$ cat src/rtl/mem_copy_pkg.sv
// Shared types and defaults for the memory copy controller.
//   copy_state_t : FSM state encoding
//   ADDR_W_DEF   : default memory address width
//   DATA_W_DEF   : default memory data width
package mem_copy_pkg;

  localparam int ADDR_W_DEF = 8;
  localparam int DATA_W_DEF = 8;

  typedef enum logic [1:0] {
    IDLE = 2'd0,
    RD   = 2'd1,
    WR   = 2'd2,
    DONE = 2'd3
  } copy_state_t;

endpackage

$ cat src/rtl/mem_copy_if.sv
// Handshake and memory bus bundle for mem_copy_ctrl.
//   Control side : start, src_addr, dst_addr, len (to controller); busy, done (from controller)
//   Memory side  : mem_we, mem_addr, mem_wdata (from controller); mem_rdata (to controller)
//   chk_sum      : only with MEM_COPY_CHECKSUM_EN defined
// Modports:
//   master : the copy controller (initiator on the memory bus)
//   slave  : host control logic plus the memory it talks to
interface mem_copy_if #(
  parameter int ADDR_W = mem_copy_pkg::ADDR_W_DEF,
  parameter int DATA_W = mem_copy_pkg::DATA_W_DEF
) ();

  logic              start;
  logic [ADDR_W-1:0] src_addr;
  logic [ADDR_W-1:0] dst_addr;
  logic [ADDR_W-1:0] len;
  logic              busy;
  logic              done;
  logic              mem_we;
  logic [ADDR_W-1:0] mem_addr;
  logic [DATA_W-1:0] mem_wdata;
  logic [DATA_W-1:0] mem_rdata;
`ifdef MEM_COPY_CHECKSUM_EN
  logic [DATA_W-1:0] chk_sum;

  modport master (
    input  start, src_addr, dst_addr, len, mem_rdata,
    output busy, done, mem_we, mem_addr, mem_wdata, chk_sum
  );

  modport slave (
    output start, src_addr, dst_addr, len, mem_rdata,
    input  busy, done, mem_we, mem_addr, mem_wdata, chk_sum
  );
`else
  modport master (
    input  start, src_addr, dst_addr, len, mem_rdata,
    output busy, done, mem_we, mem_addr, mem_wdata
  );

  modport slave (
    output start, src_addr, dst_addr, len, mem_rdata,
    input  busy, done, mem_we, mem_addr, mem_wdata
  );
`endif

endinterface

$ cat src/rtl/mem_copy_ctrl.sv
// Byte-copy initiator for a single-port memory with 1-cycle read latency.
// Copies len bytes from src_addr to dst_addr as alternating read/write cycles,
// with a start/busy/done handshake towards the host.
// Ports:
//   clk_i  : clock, all state updates on rising edge
//   rst_i  : asynchronous active-high reset
//   bus_if : mem_copy_if.master (control handshake + memory bus)
// Optional feature macro: MEM_COPY_CHECKSUM_EN adds a running byte sum (chk_sum)
// of all data written during a copy.
//
// state | meaning
// IDLE  | waiting for start; memory bus quiet
// RD    | drive source address src+idx
// WR    | write returned byte to dst+idx
// DONE  | one-cycle completion pulse
module mem_copy_ctrl
  import mem_copy_pkg::*;
#(
  parameter int ADDR_W = ADDR_W_DEF,
  parameter int DATA_W = DATA_W_DEF
) (
  input  logic       clk_i,
  input  logic       rst_i,
  mem_copy_if.master bus_if
);

  localparam logic [ADDR_W-1:0] IDX_ONE = ADDR_W'(1);

  copy_state_t       state_q, state_d;
  logic [ADDR_W-1:0] src_q, src_d;
  logic [ADDR_W-1:0] dst_q, dst_d;
  logic [ADDR_W-1:0] len_q, len_d;
  logic [ADDR_W-1:0] idx_q, idx_d;

  logic              mem_we;
  logic [ADDR_W-1:0] mem_addr;
  logic [DATA_W-1:0] mem_wdata;
  logic              done;

  always_ff @(posedge clk_i or posedge rst_i) begin
    if (rst_i) begin
      state_q <= IDLE;
      src_q   <= '0;
      dst_q   <= '0;
      len_q   <= '0;
      idx_q   <= '0;
    end else begin
      state_q <= state_d;
      src_q   <= src_d;
      dst_q   <= dst_d;
      len_q   <= len_d;
      idx_q   <= idx_d;
    end
  end

  always_comb begin
    state_d   = state_q;
    src_d     = src_q;
    dst_d     = dst_q;
    len_d     = len_q;
    idx_d     = idx_q;
    mem_we    = 1'b0;
    mem_addr  = '0;
    mem_wdata = '0;
    done      = 1'b0;
    unique case (state_q)
      IDLE: begin
        if (bus_if.start) begin
          src_d   = bus_if.src_addr;
          dst_d   = bus_if.dst_addr;
          len_d   = bus_if.len;
          idx_d   = '0;
          state_d = (bus_if.len != '0) ? RD : DONE;
        end
      end
      RD: begin
        // Address sums wrap naturally at the address width.
        mem_addr = src_q + idx_q;
        state_d  = WR;
      end
      WR: begin
        mem_we    = 1'b1;
        mem_addr  = dst_q + idx_q;
        mem_wdata = bus_if.mem_rdata;
        if (idx_q == len_q - IDX_ONE) begin
          state_d = DONE;
        end else begin
          idx_d   = idx_q + IDX_ONE;
          state_d = RD;
        end
      end
      DONE: begin
        done    = 1'b1;
        state_d = IDLE;
      end
      default: state_d = IDLE;
    endcase
  end

  assign bus_if.busy      = (state_q != IDLE);
  assign bus_if.done      = done;
  assign bus_if.mem_we    = mem_we;
  assign bus_if.mem_addr  = mem_addr;
  assign bus_if.mem_wdata = mem_wdata;

`ifdef MEM_COPY_CHECKSUM_EN
  logic [DATA_W-1:0] chk_sum_q, chk_sum_d;

  // Sum is cleared only on an accepted start so the final value survives
  // through DONE and IDLE until the next copy begins.
  always_comb begin
    chk_sum_d = chk_sum_q;
    if (state_q == IDLE && bus_if.start) begin
      chk_sum_d = '0;
    end else if (state_q == WR) begin
      chk_sum_d = chk_sum_q + bus_if.mem_rdata;
    end
  end

  always_ff @(posedge clk_i or posedge rst_i) begin
    if (rst_i) begin
      chk_sum_q <= '0;
    end else begin
      chk_sum_q <= chk_sum_d;
    end
  end

  assign bus_if.chk_sum = chk_sum_q;
`endif

endmodule
$ cat src/flat_wrapper.sv
// flat-port wrapper written by rule: the top's interface ports become plain ports
module mem_copy_ctrl_flat import mem_copy_pkg::*;
#(
  parameter int ADDR_W = ADDR_W_DEF,
  parameter int DATA_W = DATA_W_DEF
)
  (clk_i, rst_i, bus_if_start, bus_if_src_addr, bus_if_dst_addr, bus_if_len, bus_if_mem_rdata, bus_if_busy, bus_if_done, bus_if_mem_we, bus_if_mem_addr, bus_if_mem_wdata);
  mem_copy_if #(.ADDR_W(ADDR_W), .DATA_W(DATA_W)) bus_if_i ();
  input  logic clk_i;
  input  logic rst_i;
  input wire logic [$bits(bus_if_i.start)-1:0] bus_if_start;
  input wire logic [$bits(bus_if_i.src_addr)-1:0] bus_if_src_addr;
  input wire logic [$bits(bus_if_i.dst_addr)-1:0] bus_if_dst_addr;
  input wire logic [$bits(bus_if_i.len)-1:0] bus_if_len;
  input wire logic [$bits(bus_if_i.mem_rdata)-1:0] bus_if_mem_rdata;
  output wire logic [$bits(bus_if_i.busy)-1:0] bus_if_busy;
  output wire logic [$bits(bus_if_i.done)-1:0] bus_if_done;
  output wire logic [$bits(bus_if_i.mem_we)-1:0] bus_if_mem_we;
  output wire logic [$bits(bus_if_i.mem_addr)-1:0] bus_if_mem_addr;
  output wire logic [$bits(bus_if_i.mem_wdata)-1:0] bus_if_mem_wdata;
  assign bus_if_i.start = bus_if_start;
  assign bus_if_i.src_addr = bus_if_src_addr;
  assign bus_if_i.dst_addr = bus_if_dst_addr;
  assign bus_if_i.len = bus_if_len;
  assign bus_if_i.mem_rdata = bus_if_mem_rdata;
  assign bus_if_busy = bus_if_i.busy;
  assign bus_if_done = bus_if_i.done;
  assign bus_if_mem_we = bus_if_i.mem_we;
  assign bus_if_mem_addr = bus_if_i.mem_addr;
  assign bus_if_mem_wdata = bus_if_i.mem_wdata;
  mem_copy_ctrl #(.ADDR_W(ADDR_W), .DATA_W(DATA_W)) u_core (.clk_i(clk_i), .rst_i(rst_i), .bus_if(bus_if_i));
endmodule
$ cat config.mk
export PLATFORM = sky130hd
export DESIGN_NAME = mem_copy_ctrl_flat
export DESIGN_NICKNAME = d
export VERILOG_FILES = /design/src/rtl/mem_copy_pkg.sv /design/src/rtl/mem_copy_if.sv /design/src/rtl/mem_copy_ctrl.sv /design/src/flat_wrapper.sv
export SDC_FILE = /design/constraint.sdc
export NUM_CORES = 1
export LEC_CHECK = 0
export ABC_AREA = 1
export CAP_MARGIN = 20
export CORE_ASPECT_RATIO = 0.8
export CORE_MARGIN = 5
export CORE_UTILIZATION = 30
export DETAILED_ROUTE_END_ITERATION = 6
export GPL_TIMING_DRIVEN = 0
export SETUP_SLACK_MARGIN = 0.3
export SYNTH_ARGS = -nofsm -noshare
export SYNTH_HDL_FRONTEND = slang
export SYNTH_SLANG_ARGS = --single-unit
$ cat constraint.sdc
create_clock -name clk_i -period 2.7 [get_ports clk_i]
set_clock_uncertainty 0.15 [all_clocks]
set_input_delay 0.405 -clock clk_i [delete_from_list [all_inputs] [get_ports clk_i]]
set_output_delay 0.405 -clock clk_i [all_outputs]
set_load 0.01 [all_outputs]
# Yosys cells after proc, flatten, opt, wreduce, memory -nomap -nowiden
# Cells that the tools add are included.
[op_classes] n_eq_ne=6 reduce_logical=6 mux=11 add_sub_neg=4
[op_table] op="8-bit case mux with 2 select lines" count=2
[op_table] op="8-bit two-way mux" count=3
[op_table] op="8-bit adder" count=2
[op_table] op="8-bit by 1-bit adder with 8-bit output (second input constant)" count=1
[op_table] op="8-bit == test" count=1
[op_table] op="2-bit case mux with 4 select lines" count=1
[op_table] op="8-bit nonzero test" count=1
[op_table] op="8-bit by 1-bit subtractor with 8-bit output (second input constant)" count=1
[op_table] op="2-bit two-way mux" count=3
[op_table] op="2-bit == test (second input constant)" count=2
[op_table] op="2-bit != test (second input constant)" count=2
[op_table] op="2-bit nonzero test" count=2
[op_table] op="3-bit AND reduction" count=1
[op_table] op="2-bit by 1-bit == test with 1-bit output (second input constant)" count=1
[op_table] op="2-bit logical NOT" count=1
[op_table] op="1-bit two-way mux" count=2
[op_table] op="2-bit AND reduction" count=1
[totals] elab_cells=32 output_inout_bits=19 register_bits=34

# Depth between registers and ports, before layout
# Gate-level depths: netlist of the first run.
[depth] depth_word=4 ltp_mapped=17 mapped_depth_nobuf=15

# Worst setup path after synthesis of the first run
# OpenSTA, ideal clock, no wires.
[synth_timing] path_type="reg-to-output" start="reg u_core.state_q[0]" end="out bus_if_mem_addr[6]" path_buffers=2 slack_ns=-0.266 stages_incl_launch_ff=17 arrival_time_ns=2.411 cell_sequence="dfrtp_1 -> inv_1 -> ha_1 -> buf_4 -> clkbuf_1 -> nand2_1 -> o21ai_0 -> ha_1 -> inv_1 -> fa_1 -> inv_1 -> nand3_1 -> nand2_1 -> nand2_1 -> nand2_1 -> a21oi_1 -> a21oi_1"
[synth_between] elab_chain_cells=2 elab_cells_between_ends=3
[synth_rtl] item="from (decl)" line_no="mem_copy_ctrl.sv:29" source="copy_state_t state_q, state_d;"
[synth_rtl] item="from (signal assigned)" line_no="mem_copy_ctrl.sv:48" source="state_q <= state_d;"
[synth_rtl] item="2-bit == test / 2-bit by 1-bit == test with 1-bit output (equally long branches)" line_no="mem_copy_ctrl.sv:66" source="unique case (state_q)"
[synth_rtl] item="8-bit case mux with 2 select lines *" line_no="mem_copy_ctrl.sv:66"
[synth_rtl] item="to (decl)" line_no="flat_wrapper.sv:19" source="output wire logic [$bits(bus_if_i.mem_addr)-1:0] bus_if_mem_addr;"
# Every way passes the cells marked *; elsewhere a longest branch is shown, timed or not.

# Worst setup path in the final report of the first run
# Ends and elaborated chain as after synthesis.

==> reports/metrics.cfg, run 1 <==
[sta]
layout_setup_ws_ps = -433
finalHoldViolations = 0
setup-violations-final = 7
fin_tns_setup_ps = -1730
slew_headroom = 0.546
holdWs_ps = 359
rsz0062_at_grt = yes
period_needed_ps = 3130
drv_slew = 0
worstMarginPinSlew_ps = 681
period_share = 1.16
fmax_ghz = 0.319

[synth]
ys_async_sr_fraction = 1.00
synthesis.area_um2 = 2310
synthCells = 309
synthFlopType = dfrtp_1
synth-edff-count = 0
synth_cell_type_count = 27
synth_top_area_share = 0.368
ys_seq_area_frac = 0.368
yosys-top-cells-area = dfrtp_1 37%, nand2_1 12%, inv_1 7.1%
ys_seq_elements = 34
synth.net_count = 358
synth_area_leader_cell = dfrtp_1
ys_warn_count = 0
syn_avg_cell_area_um2 = 7.48

[global_routing]
grtUsageMet1 = 0.196
met3_usage = 0.0321
gr-max-usage-layer = met2
first_global_vias = 2197
overflow = 0
grt_usage = 0.136
grtUsageMet2 = 0.209
grt_pass1_wl_mm = 10.3
antenna_found_initial = 0
grt_max_degree = 21

[clock_network]
cts_tree = yes
clock-sinks = 34
cts_root_buffer = clkbuf_8
clk_pin_slew_ps = 70
cts_max_level = 2
clock_latency_ps = 290
cts_buffers = 5
clock_path_buffers = 2

[job]
maxCapViolCount = 0

[floorplanning]
die_area_um2 = 9570
fp.dieH_um = 88.5
die_x_um = 108
ios = 54
num_rows = 28
start_util = 0.310
fp.coreArea_um2 = 7460

[placement]
place_area_um2 = 3050
pre_cts_ws_ps = -746
routabilityCongestion = 0.833
numPortBuffers = 53
dp_hpwl_mm = 4.78

[layout]
drive_gt1_frac = 0.272
final_area_um2 = 3510
num-nets-final = 441
layout_common_cells = 66 x nand2_1, 38 x inv_1, 36 x clkdlybuf4s50_1, 33 x dfrtp_1, 29 x nor2_1
layout_commonest_cell = nand2_1
area_delta_synth_final_pct = 51.7
fillers = 726
antennaDiodeCount = 0
multi_input_area_um2 = 1470
regArea_um2 = 852

[drt]
wire_per_inst_um = 12.8
vias = 2237
wirelength_mm = 6.37
drtIter0Drc = 111
drc_errors = 0
vias_per_cell = 4.49
dr.pass1.iters = 4
drt.antenna.violating_nets = 0

[critical_path]
slowest_delay_ps = 410
crit_type = register to primary output
crit_chain = inv_2, ha_4, buf_8, clkbuf_16, nand2_4, o21ai_4, ha_4, inv_2, fa_2, inv_2, nand3_2, nand2_2, nand2_1, nand2_1, a21oi_2, o21ai_1, a21oi_2, buf_2
r2r_start = u_core.state_q[0]
crit_family = adder cells
slowest_stage = dfrtp_1
cpMostUsedCell = inv_2
critPathBufInv = 6
crit_path_start = u_core.state_q[0]
worstPathArrival_ps = 2580
path_max_fanout = 6
end_kind = primary output
start_kind = register
crit_required_ps = 2140

[power_and_ir_drop]
finalPower_mw = 3.60
peakVddDrop_uv = 454
powerDensity_nw_per_um2 = 1030
p_leak_nw = 1.75

[run_status]
status = complete, but fails checks
violations = negative setup slack

[worst_hold_path]
hold_path_class = primary input to async pin

==> sequential cells by signal, summed over array words and instances (netlist names) <==
signal / cells
u_core.dst_q: 8
u_core.idx_q: 8
u_core.len_q: 8
u_core.src_q: 8
u_core.state_q: 2
==> worst register-to-register path: stages (launching register included) <==
cell and delay [ps]:
dfrtp_1 380, inv_2 70, buf_4 130, buf_4 130, ha_2 180, nand2_1 370
clkbuf_1 480, nor2_1 110, a21oi_1 150
==> final timing paths <==
| kind | end | slack [ps] | cells past startpoint |
|---|---|---|---|
| worst max-delay path | bus_if_mem_addr[6] | -430 | 18 |
| worst min-delay path | u_core.len_q[7] | 360 | 2 |
| worst max register to register | u_core.src_q[2] | 470 | 8 |
| worst min register to register | u_core.dst_q[3] | 360 | 1 |
| max in group asynchronous | u_core.src_q[1] | 1500 | 3 |
| min in group clk_i | u_core.dst_q[3] | 360 | 1 |
==> synth_stat cells (2+ instances only) <==
master / n
nor3b_1: 2
o21ai_0: 16
nor2_2: 4
a211oi_1: 2
clkbuf_1: 3
ha_1: 13
nand3_2: 3
xnor2_1: 3
nor3_1: 3
nand3_1: 23
inv_1: 44
nor4_1: 2
buf_2: 2
mux2_2: 11
nand2_4: 2
nor2_1: 31
xor2_1: 5
a21oi_1: 25
dfrtp_1: 34
nand2_1: 74
==> routing by layer <==
| metal | routed length [um] | part of all wire |
|---|---|---|
| met1 | 3250 | 0.51 |
| met2 | 2810 | 0.44 |
| met3 | 274 | 0.043 |
| met4 | 40 | 0.0063 |
| met5 | 0 | 0 |
==> area by class of cell <==
cell class | count | share of cell area
buffer | 6 | 0.0186
clock buffer | 7 | 0.0218
clock inverter | 1 | 0.00856
inverter | 46 | 0.0492
multi-input combinational | 223 | 0.418
sequential | 34 | 0.243
tap | 105 | 0.0375
timing repair buffer | 76 | 0.203
==> logic make-up after synthesis <==
group	count (synthesis)	share of synthesized area
simple gates	146	0.280
fa+ha+maj	14	0.0790
mux	11	0.0536
compound gates	44	0.102
xor+xnor	8	0.0303
flops	34	0.368
buf+inv	52	0.0871
==> repair_timing <==
action | CTS | global route
pin swaps | 10 | 20
setup buffers | 12 | 9
hold buffers | 0 | 0
gates cloned | 0 | 1
endpoints found under the setup margin | 16 | 12
gates resized for setup | 49 | 49
==> through the flow <==
| step | utilization | cells |
|---|---|---|
| floorplan | - | 309 |
| global placement | 0.405 | 467 |
| detailed placement | 0.408 | 468 |
| CTS | 0.437 | 488 |
| global route | 0.470 | 498 |
| finish | 0.470 | 498 |
==> power breakdown <==
| group | internal (mW) | switching [mW] | total (mW) |
|---|---|---|---|
| Clock | 0.276 | 0.187 | 0.463 |
| Combinational | 1.07 | 1.20 | 2.27 |
| Sequential | 0.712 | 0.161 | 0.874 |
| Total | 2.06 | 1.55 | 3.60 |
Note: power is estimated with default switching activity, not from simulation.
==> run 2: changes to the inputs <==
--- a/config.mk
+++ b/config.mk
@@ -6,12 +6,12 @@
 export NUM_CORES = 1
 export LEC_CHECK = 0
 export ABC_AREA = 1
-export CAP_MARGIN = 20
 export CORE_ASPECT_RATIO = 0.8
 export CORE_MARGIN = 5
 export CORE_UTILIZATION = 30
 export DETAILED_ROUTE_END_ITERATION = 6
 export GPL_TIMING_DRIVEN = 0
+export RECOVER_POWER = 25
 export SETUP_SLACK_MARGIN = 0.3
 export SYNTH_ARGS = -nofsm -noshare
 export SYNTH_HDL_FRONTEND = slang
==> run 2 against run 1 <==
Cell count down 0.80%. Via count up 0.45%. Die area unchanged. Highest routed layer unchanged. First-iteration DRC count down 5.4%. Clock power about the same. Power shrank 1.4%. Largest cell class unchanged. The run still ends with negative setup slack left. Sequential cell count unchanged. Register-to-register slack better by 40 ps. Design area is 1.9% lower. Largest power group unchanged.
==> reports/metrics.cfg, run 2 (same netlist as run 1, synthesis figures left out) <==
[floorplanning]
die_area_um2 = 9570
fp.coreArea_um2 = 7460
fp.dieH_um = 88.5
num_rows = 28
ios = 54
start_util = 0.310
die_x_um = 108

[critical_path]
crit_type = register to primary output
end_kind = primary output
crit_required_ps = 2140
crit_path_start = u_core.state_q[0]
r2r_cells = 8
worstPathArrival_ps = 2600
start_kind = register
r2r_setup_slack_ps = 510
reg2reg_to = u_core.src_q[2]
crit_end = bus_if_mem_addr[6]
path_max_fanout = 6
r2r_start = u_core.state_q[0]

[sta]
fmax_ghz = 0.317
period_share = 1.17
layout_setup_ws_ps = -453
holdWs_ps = 363
finalHoldViolations = 0
rsz0062_at_grt = yes
drv_slew = 0
worstMarginPinSlew_ps = 1350
period_needed_ps = 3150
setup-violations-final = 7
slew_headroom = 0.0991

[run_status]
violations = negative setup slack
status = complete, but fails checks

[clock_network]
clk_pin_slew_ps = 70
clock_latency_ps = 290
cts_root_buffer = clkbuf_8
cts_tree = yes
clock_path_buffers = 2
cts_max_level = 2
clock-sinks = 34
cts_hold_buf = 0
cts_buffers = 5

[global_routing]
first_global_vias = 2203
grt_max_degree = 35
grt_usage = 0.137
overflow = 0
grt_pass1_wl_mm = 10.5
antenna_found_initial = 0

[layout]
drive_gt1_frac = 0.260
layout_common_cells = 67 x nand2_1, 39 x inv_1, 35 x clkdlybuf4s50_1, 33 x dfrtp_1, 30 x nor2_1
layout_commonest_cell = nand2_1
area_delta_synth_final_pct = 48.9
num-nets-final = 437
antennaDiodeCount = 0
fillers = 772
fin_cells = 494

[power_and_ir_drop]
peakVddDrop_uv = 440
p_switching_mw = 1.55
internal_power_mw = 2.00
power_frac_clock = 0.131
swShare = 0.436
powerDensity_nw_per_um2 = 1030
combPwrFrac = 0.624
p_leak_nw = 1.71
seq_power_share = 0.245

[drt]
drc_errors = 0
wirelength_mm = 6.55
dr.pass1.iters = 4
vias = 2247
drt.antenna.violating_nets = 0
wire_per_inst_um = 13.3
vias_per_cell = 4.55
drtIter0Drc = 105

[placement]
dp_cells = 467
routabilityCongestion = 0.833
dp_hpwl_mm = 4.66
numPortBuffers = 53

[worst_hold_path]
hold_path_class = register to register

[job]
maxCapViolCount = 0

==> run 2: worst min path at each step <==
| stage | from | endpoint | slack (ps) | depth (start not counted) |
|---|---|---|---|---|
| after floorplan | u_core.src_q[1] | u_core.src_q[1] | 330 | 2 |
| after global placement | u_core.src_q[5] | u_core.src_q[5] | 340 | 2 |
| after detailed placement | u_core.src_q[5] | u_core.src_q[5] | 350 | 2 |
| after CTS | u_core.src_q[7] | u_core.src_q[7] | 370 | 2 |
| after global routing | u_core.dst_q[7] | u_core.dst_q[7] | 390 | 1 |
| final | u_core.src_q[7] | u_core.src_q[7] | 360 | 2 |
==> run 2: cell type report <==
cell class,count,area (um^2),share of cell area
Multi-Input combinational cell,223,1450,0.422
Sequential cell,34,852,0.248
Timing Repair Buffer,72,658,0.191
Inverter,46,173,0.0502
Tap cell,105,131,0.0382
Clock buffer,7,76.3,0.0222
Buffer,6,67.6,0.0196
Clock inverter,1,30.0,0.00872
==> run 2: power by group through the flow <==
stage          Clock (mW)  Combinational, mW  Sequential (mW)
3_3_place_gp            0               1.80            0.867
3_5_place_dp            0               1.82            0.874
6_report            0.464               2.22            0.870
4_1_cts             0.474               1.95            0.867
5_1_grt             0.498               2.44            0.893
2_1_floorplan           0               1.17            0.830
==> run 2: what timing repair did <==
action	CTS	global route
pin swaps	13	18
gates cloned	1	0
setup endpoints to repair	16	11
setup buffers	10	8
resized for setup	63	30
==> run 2: per-layer routing <==
| layer | wire length (um) | vias to the layer above | GRT usage |
|---|---|---|---|
| met3 | 381 | 7 | 0.0314 |
| li1 | - | 1150 | - |
| met4 | 54 | 0 | 0.0241 |
| met2 | 2840 | 49 | 0.216 |
| met1 | 3270 | 1041 | 0.197 |
| met5 | 0 | - | 0 |
==> run 2: metrics by stage <==
stage               area [um^2]  total power [mW]  utilization  setup TNS, ps  setup slack, ps
floorplan                  2360              2.00            -              0             34.0
CTS                        3250              3.29        0.436          -1880             -425
detailed placement         3020              2.69        0.405          -3550             -748
finish                     3440              3.55        0.461          -2050             -453
global route               3440              3.83        0.461          -2820             -586
global placement           3020              2.66        0.405          -3510             -739
==> run 2: worst max-delay path, cell delays in order (launching register included) <==
cell and delay, ps:
dfrtp_1 380, inv_2 70, ha_4 160, buf_8 130, clkbuf_16 150, o21ai_4 140, ha_4 150, inv_2 30
fa_2 330, inv_2 80, nand3_2 60, nand2_2 90, nand2_2 60, nand2_2 70, a21oi_2 70, o21ai_1 160
a21oi_2 40, buf_2 140
